**config.mk**
```make
export PLATFORM = sky130hd
export DESIGN_NAME = exp_adjust_unit
export DESIGN_NICKNAME = d
export VERILOG_FILES = /design/src/rtl/exp_adjust_unit.sv
export SDC_FILE = /design/constraint.sdc
export NUM_CORES = 1
export LEC_CHECK = 0
export CORE_ASPECT_RATIO = 0.5
export CORE_UTILIZATION = 31
export CTS_CLUSTER_SIZE = 10
export DETAILED_ROUTE_END_ITERATION = 6
export MAX_ROUTING_LAYER = met4
export SLEW_MARGIN = 20
export SYNTH_ARGS = -nofsm -noshare
export SYNTH_HDL_FRONTEND = slang
export SYNTH_SLANG_ARGS = --single-unit
```
**constraint.sdc**
```tcl
create_clock -name clk -period 4.05 [get_ports clk]
set_input_delay 0.81 -clock clk [delete_from_list [all_inputs] [get_ports clk]]
set_output_delay 0.81 -clock clk [all_outputs]
set_load 0.02 [all_outputs]
```
**src/rtl/exp_adjust_unit.sv**
```systemverilog
// ---------------------------------------------------------------------------
// exp_adjust_unit
//
// Purpose:
//   Moves a floating-point exponent field up or down by a requested number of
//   unit steps. The result saturates: increments stop at the all-ones
//   (infinity) encoding and raise ovf. Decrements stop at zero and raise unf
//   when a step below zero is attempted. The exponent never wraps.
//
// Build option:
//   EXP_ADJ_FAST_EN - when defined, the saturated result and the flags are
//                     computed in one step when a request is accepted, and
//                     the unit goes straight to DONE. When undefined (the
//                     default), one step is applied per clock in RUN.
//
// Ports:
//   clk        in   rising-edge clock
//   reset      in   synchronous, active-high reset
//   in_valid   in   request present
//   in_ready   out  unit can accept a request (high only in IDLE)
//   op_dec     in   1 = decrement, 0 = increment
//   exp_in     in   starting exponent            [EXP_W]
//   amount     in   number of unit steps          [AMT_W]
//   out_valid  out  result present (high only in DONE)
//   out_ready  in   consumer accepts the result
//   exp_out    out  adjusted exponent             [EXP_W]
//   ovf        out  increment reached or hit the all-ones encoding
//   unf        out  decrement attempted below zero
//   busy       out  state is not IDLE
//   state_o    out  debug view of the FSM state (0 IDLE, 1 RUN, 2 DONE)
//
// Handshake:
//   Both interfaces use valid/ready. A transfer happens on a rising edge
//   where valid and ready are both high. The request side is ready only in
//   IDLE, so in_valid is ignored while a request is being processed.
//   Once out_valid rises, it stays high and exp_out/ovf/unf stay constant
//   until the transfer edge.
// ---------------------------------------------------------------------------
module exp_adjust_unit #(
  parameter int EXP_W = 5,
  parameter int AMT_W = 4
) (
  input  logic             clk,
  input  logic             reset,
  input  logic             in_valid,
  output logic             in_ready,
  input  logic             op_dec,
  input  logic [EXP_W-1:0] exp_in,
  input  logic [AMT_W-1:0] amount,
  output logic             out_valid,
  input  logic             out_ready,
  output logic [EXP_W-1:0] exp_out,
  output logic             ovf,
  output logic             unf,
  output logic             busy,
  output logic [1:0]       state_o
);

  typedef enum logic [1:0] {
    S_IDLE = 2'd0,
    S_RUN  = 2'd1,
    S_DONE = 2'd2
  } state_t;

  localparam logic [EXP_W-1:0] EXP_MAX    = '1;
  localparam logic [EXP_W-1:0] EXP_MAX_M1 = EXP_MAX - 1'b1;
  localparam logic [EXP_W-1:0] EXP_ZERO   = '0;
  localparam logic [AMT_W-1:0] AMT_ZERO   = '0;
  localparam logic [AMT_W-1:0] AMT_ONE    = {{(AMT_W-1){1'b0}}, 1'b1};

  state_t           state_q, state_d;
  logic [EXP_W-1:0] exp_q,   exp_d;
  logic [AMT_W-1:0] cnt_q,   cnt_d;
  logic             dec_q,   dec_d;
  logic             ovf_q,   ovf_d;
  logic             unf_q,   unf_d;

  logic             accept;
  logic             deliver;

  assign accept  = in_valid  && (state_q == S_IDLE);
  assign deliver = out_ready && (state_q == S_DONE);

`ifdef EXP_ADJ_FAST_EN
  // Closed-form saturating result. The operands are widened to hold both
  // fields plus a carry, so the comparison against the limit is exact.
  localparam int EXT_W = ((EXP_W > AMT_W) ? EXP_W : AMT_W) + 1;

  logic [EXT_W-1:0] ext_exp;
  logic [EXT_W-1:0] ext_amt;
  logic [EXT_W-1:0] ext_sum;
  logic [EXT_W-1:0] ext_max;
  logic [EXT_W-1:0] ext_dif;
  logic [EXP_W-1:0] fast_exp;
  logic             fast_ovf;
  logic             fast_unf;

  assign ext_exp = EXT_W'(exp_in);
  assign ext_amt = EXT_W'(amount);
  assign ext_sum = ext_exp + ext_amt;
  assign ext_max = EXT_W'(EXP_MAX);
  assign ext_dif = ext_exp - ext_amt;

  always_comb begin
    fast_exp = exp_in;
    fast_ovf = 1'b0;
    fast_unf = 1'b0;
    if (amount != AMT_ZERO) begin
      if (op_dec) begin
        // Underflow only when a step below zero would be needed.
        if (ext_amt > ext_exp) begin
          fast_exp = EXP_ZERO;
          fast_unf = 1'b1;
        end else begin
          fast_exp = ext_dif[EXP_W-1:0];
        end
      end else begin
        // Reaching all-ones is itself an overflow.
        if (ext_sum >= ext_max) begin
          fast_exp = EXP_MAX;
          fast_ovf = 1'b1;
        end else begin
          fast_exp = ext_sum[EXP_W-1:0];
        end
      end
    end
  end
`endif

  // State and datapath registers
  always_ff @(posedge clk) begin
    if (reset) begin
      state_q <= S_IDLE;
      exp_q   <= '0;
      cnt_q   <= '0;
      dec_q   <= 1'b0;
      ovf_q   <= 1'b0;
      unf_q   <= 1'b0;
    end else begin
      state_q <= state_d;
      exp_q   <= exp_d;
      cnt_q   <= cnt_d;
      dec_q   <= dec_d;
      ovf_q   <= ovf_d;
      unf_q   <= unf_d;
    end
  end

  // Next-state and datapath update
  always_comb begin
    state_d = state_q;
    exp_d   = exp_q;
    cnt_d   = cnt_q;
    dec_d   = dec_q;
    ovf_d   = ovf_q;
    unf_d   = unf_q;

    unique case (state_q)
      S_IDLE: begin
        if (accept) begin
          dec_d = op_dec;
`ifdef EXP_ADJ_FAST_EN
          exp_d   = fast_exp;
          ovf_d   = fast_ovf;
          unf_d   = fast_unf;
          cnt_d   = AMT_ZERO;
          state_d = S_DONE;
`else
          exp_d   = exp_in;
          ovf_d   = 1'b0;
          unf_d   = 1'b0;
          cnt_d   = amount;
          state_d = (amount == AMT_ZERO) ? S_DONE : S_RUN;
`endif
        end
      end

      S_RUN: begin
        cnt_d = cnt_q - 1'b1;
        if (!dec_q) begin
          if (exp_q == EXP_MAX) begin
            // A step above all-ones: hold the value and flag it.
            ovf_d   = 1'b1;
            state_d = S_DONE;
          end else begin
            exp_d = exp_q + 1'b1;
            if (exp_q == EXP_MAX_M1) begin
              // The result becomes all-ones; any remaining steps are dropped.
              ovf_d   = 1'b1;
              state_d = S_DONE;
            end else if (cnt_q == AMT_ONE) begin
              state_d = S_DONE;
            end
          end
        end else begin
          if (exp_q == EXP_ZERO) begin
            // A step below zero: hold zero and flag it.
            unf_d   = 1'b1;
            state_d = S_DONE;
          end else begin
            // Reaching zero exactly is a valid result and sets no flag.
            exp_d = exp_q - 1'b1;
            if (cnt_q == AMT_ONE) begin
              state_d = S_DONE;
            end
          end
        end
      end

      S_DONE: begin
        if (deliver) begin
          state_d = S_IDLE;
        end
      end

      default: begin
        state_d = S_IDLE;
      end
    endcase
  end

  assign in_ready  = (state_q == S_IDLE);
  assign out_valid = (state_q == S_DONE);
  assign busy      = (state_q != S_IDLE);
  assign exp_out   = exp_q;
  assign ovf       = ovf_q;
  assign unf       = unf_q;
  assign state_o   = state_q;

endmodule

```
== Word-level counts from Yosys, hierarchy flattened ==
Cells that the tools add are included.
Cells by class
  add/sub/neg operators: 3
  equality and inequality tests: 13
  mux-type cells: 24
  reductions and logical operators: 13
Operators with widths (count)
  $mux 5: 4
  $mux 2: 8
  $reduce_and 4->1: 3
  $eq 5x5->1 const B: 2
  $pmux 5 s2: 1
  $ne 3x3->1 const B: 3
  $pmux 4 s2: 1
  $mux 1: 6
  $ne 2x2->1 const B: 3
  $pmux 2 s3: 1
  $reduce_and 2->1: 3
  $add 5x1->5 const B: 1
  $logic_not 5->1: 1
  $sub 5x1->5 const B: 1
  $eq 4x1->1 const B: 1
  $logic_not 4->1: 1
  $mux 4: 1
  $ne 2x1->1 const B: 2
  $pmux 1 s2: 2
  $reduce_bool 2->1: 2
  $sub 4x1->4 const B: 1
  $eq 2x1->1 const B: 1
  $eq 2x2->1 const B: 1
  $logic_and 1x1->1: 2
  $logic_not 2->1: 1
Word-level totals
  bits in registers: 14
  input port bits: 14

== Logic depth before layout (Yosys ltp) ==
  depth after elaboration: 6
  depth in mapped cells: 6
  depth with buffers taken out: 6

== Worst setup path before layout ==
OpenSTA, ideal clock, no wires.
  kind: flip-flop to output port
  start point: reg state_q[1] (netlist: state_o[1])
  end point: out busy
  arrival: 1.169 ns
  setup slack: 2.071 ns
  cell stages (with the launch flop): 4
  buffers on the path: 1
  path through: dfxtp_1 > clkbuf_1 > nor2_1 > inv_1
Between the ends
  word-level cells in the longest chain between the ends: 1
Ends and longest elaborated chain
  start: declaration: RTL line 71  | state_t state_q, state_d;
  start signal: assignment: RTL line 140  | state_q <= state_d;
  $reduce_bool 2->1: RTL line 224  | assign busy = (state_q != S_IDLE);
  end: declaration: RTL line 55  | output logic busy,
Every way passes these cells.

== Worst setup path after layout ==
  start point: reg state_q[0] (netlist: state_o[0])
  end point: out busy
Same word-level chain as after synthesis.

==> out/qor.csv <==
metric;value;unit
outcome;finished, final reports clean;
syn nets;137;
IR drop worst, VDD;0.000130;V
CTS tree;done;
post-synthesis sequential area ratio;28.5;%
Synth area leader;dfxtp_1;
clock latency at the later pin of the worst-skew pair;0.24;ns
RSZ-0062 raised after global routing;no;
Gates resized, CTS repair;0;
Total Nets Final;161;
Placeable Area;3010;µm²
post-CTS setup buffers;0;
first-pass GRT wire length;3.88;mm
Slew Limit Fails;0;
P_leak;0.507;nW
Placer Congestion;0.800;
WP data arrival;1.83;ns
gr ovfl total;0;
Worst Path Required;3.24;ns
largest net degree at the start of global routing;18;
dominant cells by area after synthesis;dfxtp_1, ha_1, mux2i_1;
Max FO, Critical Path;17;
All-Layer GR Usage;15.4;%
I/O pins;26;
mapped cell area;983;µm²
Final Cycle Share;65.1;%
placed instance area;1260;µm²
fin crit period;2.64;ns
Post-Route WL;2.41;mm
vias;960;
hold_buf cts;0;
initial core utilization;32.6;%
share of layout cells above drive strength 1;6.47;%
Seq cells post-synth;14;
final hold vios;0;
wire length per cell;13.5;µm
Startpoint Class;flop;
Tot Pwr;0.467;mW
post-route ant nets;0;
sequence of cells on the critical path;nor2_1 -> inv_1 -> clkdlybuf4s50_1;
Setup CP Type;flop to primary output;
I/O Buffers;25;
yosys warns;0;
crit-path max cell delay;0.68;ns
DRC;0;
Worst slew margin;46.9;%
Final setup viols;0;
Finished Core Util;43.1;%
Via density;5.36;
antenna cells;0;
clock tree buffer depth;2;
Die X;81.7;µm
Post-Syn Area per Cell;8.41;µm²
Die Ht;41.8;µm
Syn-to-layout area delta;32.1;%
die footprint;3420;µm²
vias in the first global route;816;
PwrDens;360;nW/µm²
CP endpoint kind;primary output;
fmax;379;MHz
CTS buffer count;3;
DRT iter0 DRCs;63;
Fin Clk Skew;0.00183;ns
DP HPWL;1.85;mm
initial antenna violation count;0;
Syn Inst Count;117;
DP Worst Slack;1.47;ns
clock-pin slew on the worst setup and hold paths;0.05;ns
Synth top area share;28.5;%
# rows;14;
clock root buffer master;clkbuf_8;
htree depth;1;
maxcap violations;0;
final instance area;1300;µm²
clock sinks;14;
DRT Pass-1 Iters;4;
post-synth cell types;44;
Worst Slack Setup Final;1.41;ns
Setup TNS;0;ns
Least-Margin Pin Slew;0.795;ns
CP max-delay cell;dfxtp_1;
HP Class;flop to flop;
## where the power goes
group / leakage (nW) / total (mW) / internal, mW / switching, mW
Clock: 0.0216 / 0.111 / 0.0657 / 0.0452
Sequential: 0.115 / 0.188 / 0.154 / 0.0337
Combinational: 0.370 / 0.168 / 0.0815 / 0.0866
Total: 0.507 / 0.467 / 0.302 / 0.165
## cell usage after synthesis (all sizes together)
library cell	count
o221ai	1
nor4	1
buf	2
a31o	2
nor2	10
xor2	2
xnor2	1
dfxtp	14
a31oi	1
and2	1
o31ai	4
or4b	1
a311oi	1
a211o	2
ha	5
o21bai	1
o211ai	1
nand2b	2
and4b	1
a2bb2oi	1
o41ai	2
nor3b	1
clkbuf	4
nor3	3
a21oi	7
o21ai	3
a41o	2
nand3	6
a211oi	3
nand2	9
nand4	2
a2111oi	3
mux2i	4
or4	1
a21o	1
nor2b	1
fa	1
o221a	1
inv	8
and3	1
## path summary, 6_finish.rpt
check | cells after the start | from | slack [ns] | to
worst max register to register | 4 | state_o[0]$_SDFFE_PP0P_ | 1.89 | exp_out[2]$_SDFFE_PP0P_
worst max-delay path | 3 | state_o[0]$_SDFFE_PP0P_ | 1.41 | busy
worst min register to register | 2 | cnt_q[1]$_SDFFE_PP0P_ | 0.47 | cnt_q[1]$_SDFFE_PP0P_
worst min-delay path | 2 | cnt_q[1]$_SDFFE_PP0P_ | 0.47 | cnt_q[1]$_SDFFE_PP0P_
## routing by layer
| layer | track usage, % | up-vias | wire length [µm] |
|---|---|---|---|
| met4 | 3.16 | 0 | 13 |
| li1 | - | 489 | - |
| met5 | - | - | 0 |
| met1 | 22.3 | 459 | 1320 |
| met2 | 20.8 | 10 | 1030 |
| met3 | 4.62 | 2 | 53 |
## through the flow
| stage | std cells | hold WS (ns) |
|---|---|---|
| 4_1_cts | 179 | 0.471 |
| 6_report | 179 | 0.467 |
| 5_1_grt | 179 | 0.499 |
| 3_5_place_dp | 176 | 0.462 |
| 2_1_floorplan | 117 | 0.445 |
| 3_3_place_gp | 176 | 0.461 |
## cell families after synthesis
kind of cell	Yosys count	share of synthesized area, %
AND/OR/NAND/NOR	40	22.1
XOR/XNOR	3	2.67
flip-flops	14	28.5
AO/OA/AOI/OAI	36	28.5
buffers and inverters	14	5.72
adder cells (fa/ha/maj)	6	8.40
multiplexers	4	4.07
## sequential cells by signal (all words and copies together) (netlist names)
register,count
ovf,1
cnt_q,4
state_o,2
exp_out,5
dec_q,1
unf,1
## area by class of cell
type / count / area (µm²)
Fill cell: 306 / 1710
Multi-Input combinational cell: 89 / 647
Sequential cell: 14 / 280
Timing Repair Buffer: 25 / 250
Tap cell: 40 / 50.0
Clock buffer: 3 / 41.3
Inverter: 8 / 30.0
## cell usage in the layout (no fill, tap or decap), types with 2 or more instances in the layout
| cell | netlist | routed |
|---|---|---|
| o31ai_1 | 3 | 3 |
| nand4_1 | 2 | 2 |
| xor2_1 | 2 | 2 |
| ha_1 | 5 | 5 |
| a21oi_1 | 7 | 7 |
| nand3_1 | 6 | 6 |
| dfxtp_1 | 14 | 14 |
| nor3_1 | 2 | 2 |
| inv_1 | 8 | 8 |
| a2111oi_0 | 2 | 2 |
| a31o_1 | 2 | 2 |
| clkdlybuf4s50_1 | 0 | 25 |
| mux2i_1 | 4 | 4 |
| o21ai_0 | 3 | 3 |
| a41o_1 | 2 | 2 |
| nor2_1 | 10 | 10 |
| a211oi_1 | 3 | 3 |
| nand2b_1 | 2 | 2 |
| o41ai_1 | 2 | 2 |
| clkbuf_8 | 0 | 3 |
| a211o_1 | 2 | 2 |
| nand2_1 | 9 | 9 |
## critical path, delay by kind of cell, from the launching register on
| kind | cells | cell delay, ns |
|---|---|---|
| buffers and inverters | 2 | 0.71 |
| flip-flops | 1 | 0.68 |
| AND/OR/NAND/NOR | 1 | 0.19 |
Power figures use the tool's default switching activity.
==> RTL edit (config.mk and constraints unchanged) <==
Register the output `ovf` once more, with the module's reset; this adds one clock of latency there. The other outputs are not delayed to match.
--- a/src/rtl/exp_adjust_unit.sv
+++ b/src/rtl/exp_adjust_unit.sv
@@ -225,3 +225,9 @@
   assign exp_out   = exp_q;
-  assign ovf       = ovf_q;
+  always_ff @(posedge clk) begin
+    if (reset) begin
+      ovf <= '0;
+    end else begin
+      ovf <= ovf_q;
+    end
+  end
   assign unf       = unf_q;
Function: changed (Yosys sat finds a counterexample within 4 cycles, from zero or initial values and one cycle with reset high).
==> RTL edit against the original RTL <==
  * Sequential cell count grew 1
  * Area after synthesis up 1.7%
  * Setup slack got worse by 0.065 ns
  * Global-route usage increased by 1.2 points
  * Design area is 2.1% higher
  * Sequential power rose by 2%
  * Wire length up 3.9%
  * Power rose by 1.1%
==> RTL edit: results (changes against the original RTL) <==
| Metric | Value |
|---|---|
| Run status | `complete, no violations` |
| Antenna diodes | `0 (unchanged)` |
| Top delay family on crit path | `flip-flops` |
| Root buf cell | `clkbuf_8` |
| Leak | `0.496 nW (-2.2%)` |
| 1st-iter DRT viols | `55 (-13%)` |
| HP Start | `unf` |
| Cell variety after synth | `40 (-9.1%)` |
| Largest net degree at the start of global routing | `27 (+9)` |
| Worst stage delay on the critical path | `0.81 ns (+0.13 ns)` |
| Ys Warns | `0 (unchanged)` |
| CTS buffer count | `3 (unchanged)` |
| Final #Nets | `168 (+4.3%)` |
| Origin of the worst setup path | `state_o[0]` |
| Worst vdd ir | `157 uV (+21%)` |
| Gr usage total | `0.166 (+0.0115)` |
| Crit Path Max Fanout | `26 (+9)` |
| Rel. slew slack | `0.496 (+0.0276)` |
| Syn Nets | `143 (+4.4%)` |
| Drt pass-1 iters | `4 (unchanged)` |
| Clk_skew | `0.00129 ns (-0.000538 ns)` |
| Most used DFF post-synth | `dfxtp_1` |
| Setup bufs post-CTS | `0 (unchanged)` |
| Routed WL per cell | `13.4 um (-0.51%)` |
| IO Port Bufs | `25 (unchanged)` |
| First-pass GRT wire length | `4240 um (+9.2%)` |
| Commonest cells in the netlist | `nor2_1, dfxtp_1, inv_1, nand2_1, nand3_1` |
| Asr flop ratio synth | `0 (unchanged)` |
| Initial antenna violation count | `0 (unchanged)` |
| Worst hold path type | `reg -> reg` |
| Part of the Yosys area used for sequential elements | `0.300 (+0.0154)` |
| Clk buf depth | `2 (unchanged)` |
| CP max stage cell | `dfxtp_1` |
| H-tree levels | `1 (unchanged)` |
| Routability cong. | `0.811 (+1.3%)` |
| Post-DP HPWL | `1900 um (+2.4%)` |
| Worst-path clk slew | `0.06 ns` |
| Main area contributors after synthesis | `dfxtp_1, ha_1, nor2_1` |
| Post-CTS sizing | `0 (unchanged)` |
| Max reg flops | `5 (unchanged)` |
| Number of vias in the routed layout | `988 (+2.9%)` |
| CP arrival | `1.89 ns (+0.06 ns)` |
| Share of cells above drive strength 1 | `0.0816 (+0.0169)` |
| Clock Latency Late Sink | `0.25 ns` |
| Vias in the first global route | `887 (+8.7%)` |
| ANT nets after route | `0 (unchanged)` |
RTL edit: layout make-up:
class                      count  area [sq um]
fill                         317          1700
sequential                    15           300
multi-input combinational     95           651
tap                           40          50.0
inverter                       8          30.0
clock buffer                   4          45.0
timing repair buffer          25           250
RTL edit: layer usage:
layer / GRT usage / share of wire / vias to the layer above
met1: 0.223 / 0.49 / 471
met4: 0.0316 / 0.0052 / 0
met2: 0.248 / 0.47 / 16
met3: 0.0457 / 0.039 / 2
met5: - / 0 / -
li1: - / - / 499
RTL edit: through the flow:
stage               setup WS (ns)  std cells  hold WS, ns  cell area, sq um
global placement             1.59        183        0.469              1280
floorplan                    2.01        123        0.460              1000
detailed placement           1.54        183        0.480              1280
CTS                          1.34        187        0.490              1330
finish                       1.35        187        0.481              1330
global route                 1.18        187        0.518              1330
RTL edit: path summary, 6_finish.rpt:
check | to | slack (ns) | depth (start not counted)
max | busy | 1.35 | 3
min | unf | 0.48 | 2
max reg2reg | exp_out[1] | 2.07 | 4
min reg2reg | unf | 0.48 | 2
RTL edit: kinds of logic after synthesis:
kind of cell | share of synthesized area
xor+xnor | 0.0175
fa+ha+maj | 0.0826
simple gates | 0.265
compound gates | 0.233
flops | 0.300
mux | 0.0526
buf+inv | 0.0488
RTL edit: report_power, final:
part | switching (W) | internal (W) | total (W) | leakage (nW)
clock network | 0.0000547 | 0.0000698 | 0.000124 | 0.0228
registers | 0.0000285 | 0.000163 | 0.000192 | 0.124
logic | 0.0000756 | 0.0000805 | 0.000156 | 0.350
RTL edit: worst reg2reg max path, stage by stage, from the launching register on:
cell and delay [ns]:
dfxtp_1 0.81, nor2_1 0.16, a41o_2 0.29, a211o_2 0.34, mux2_2 0.27
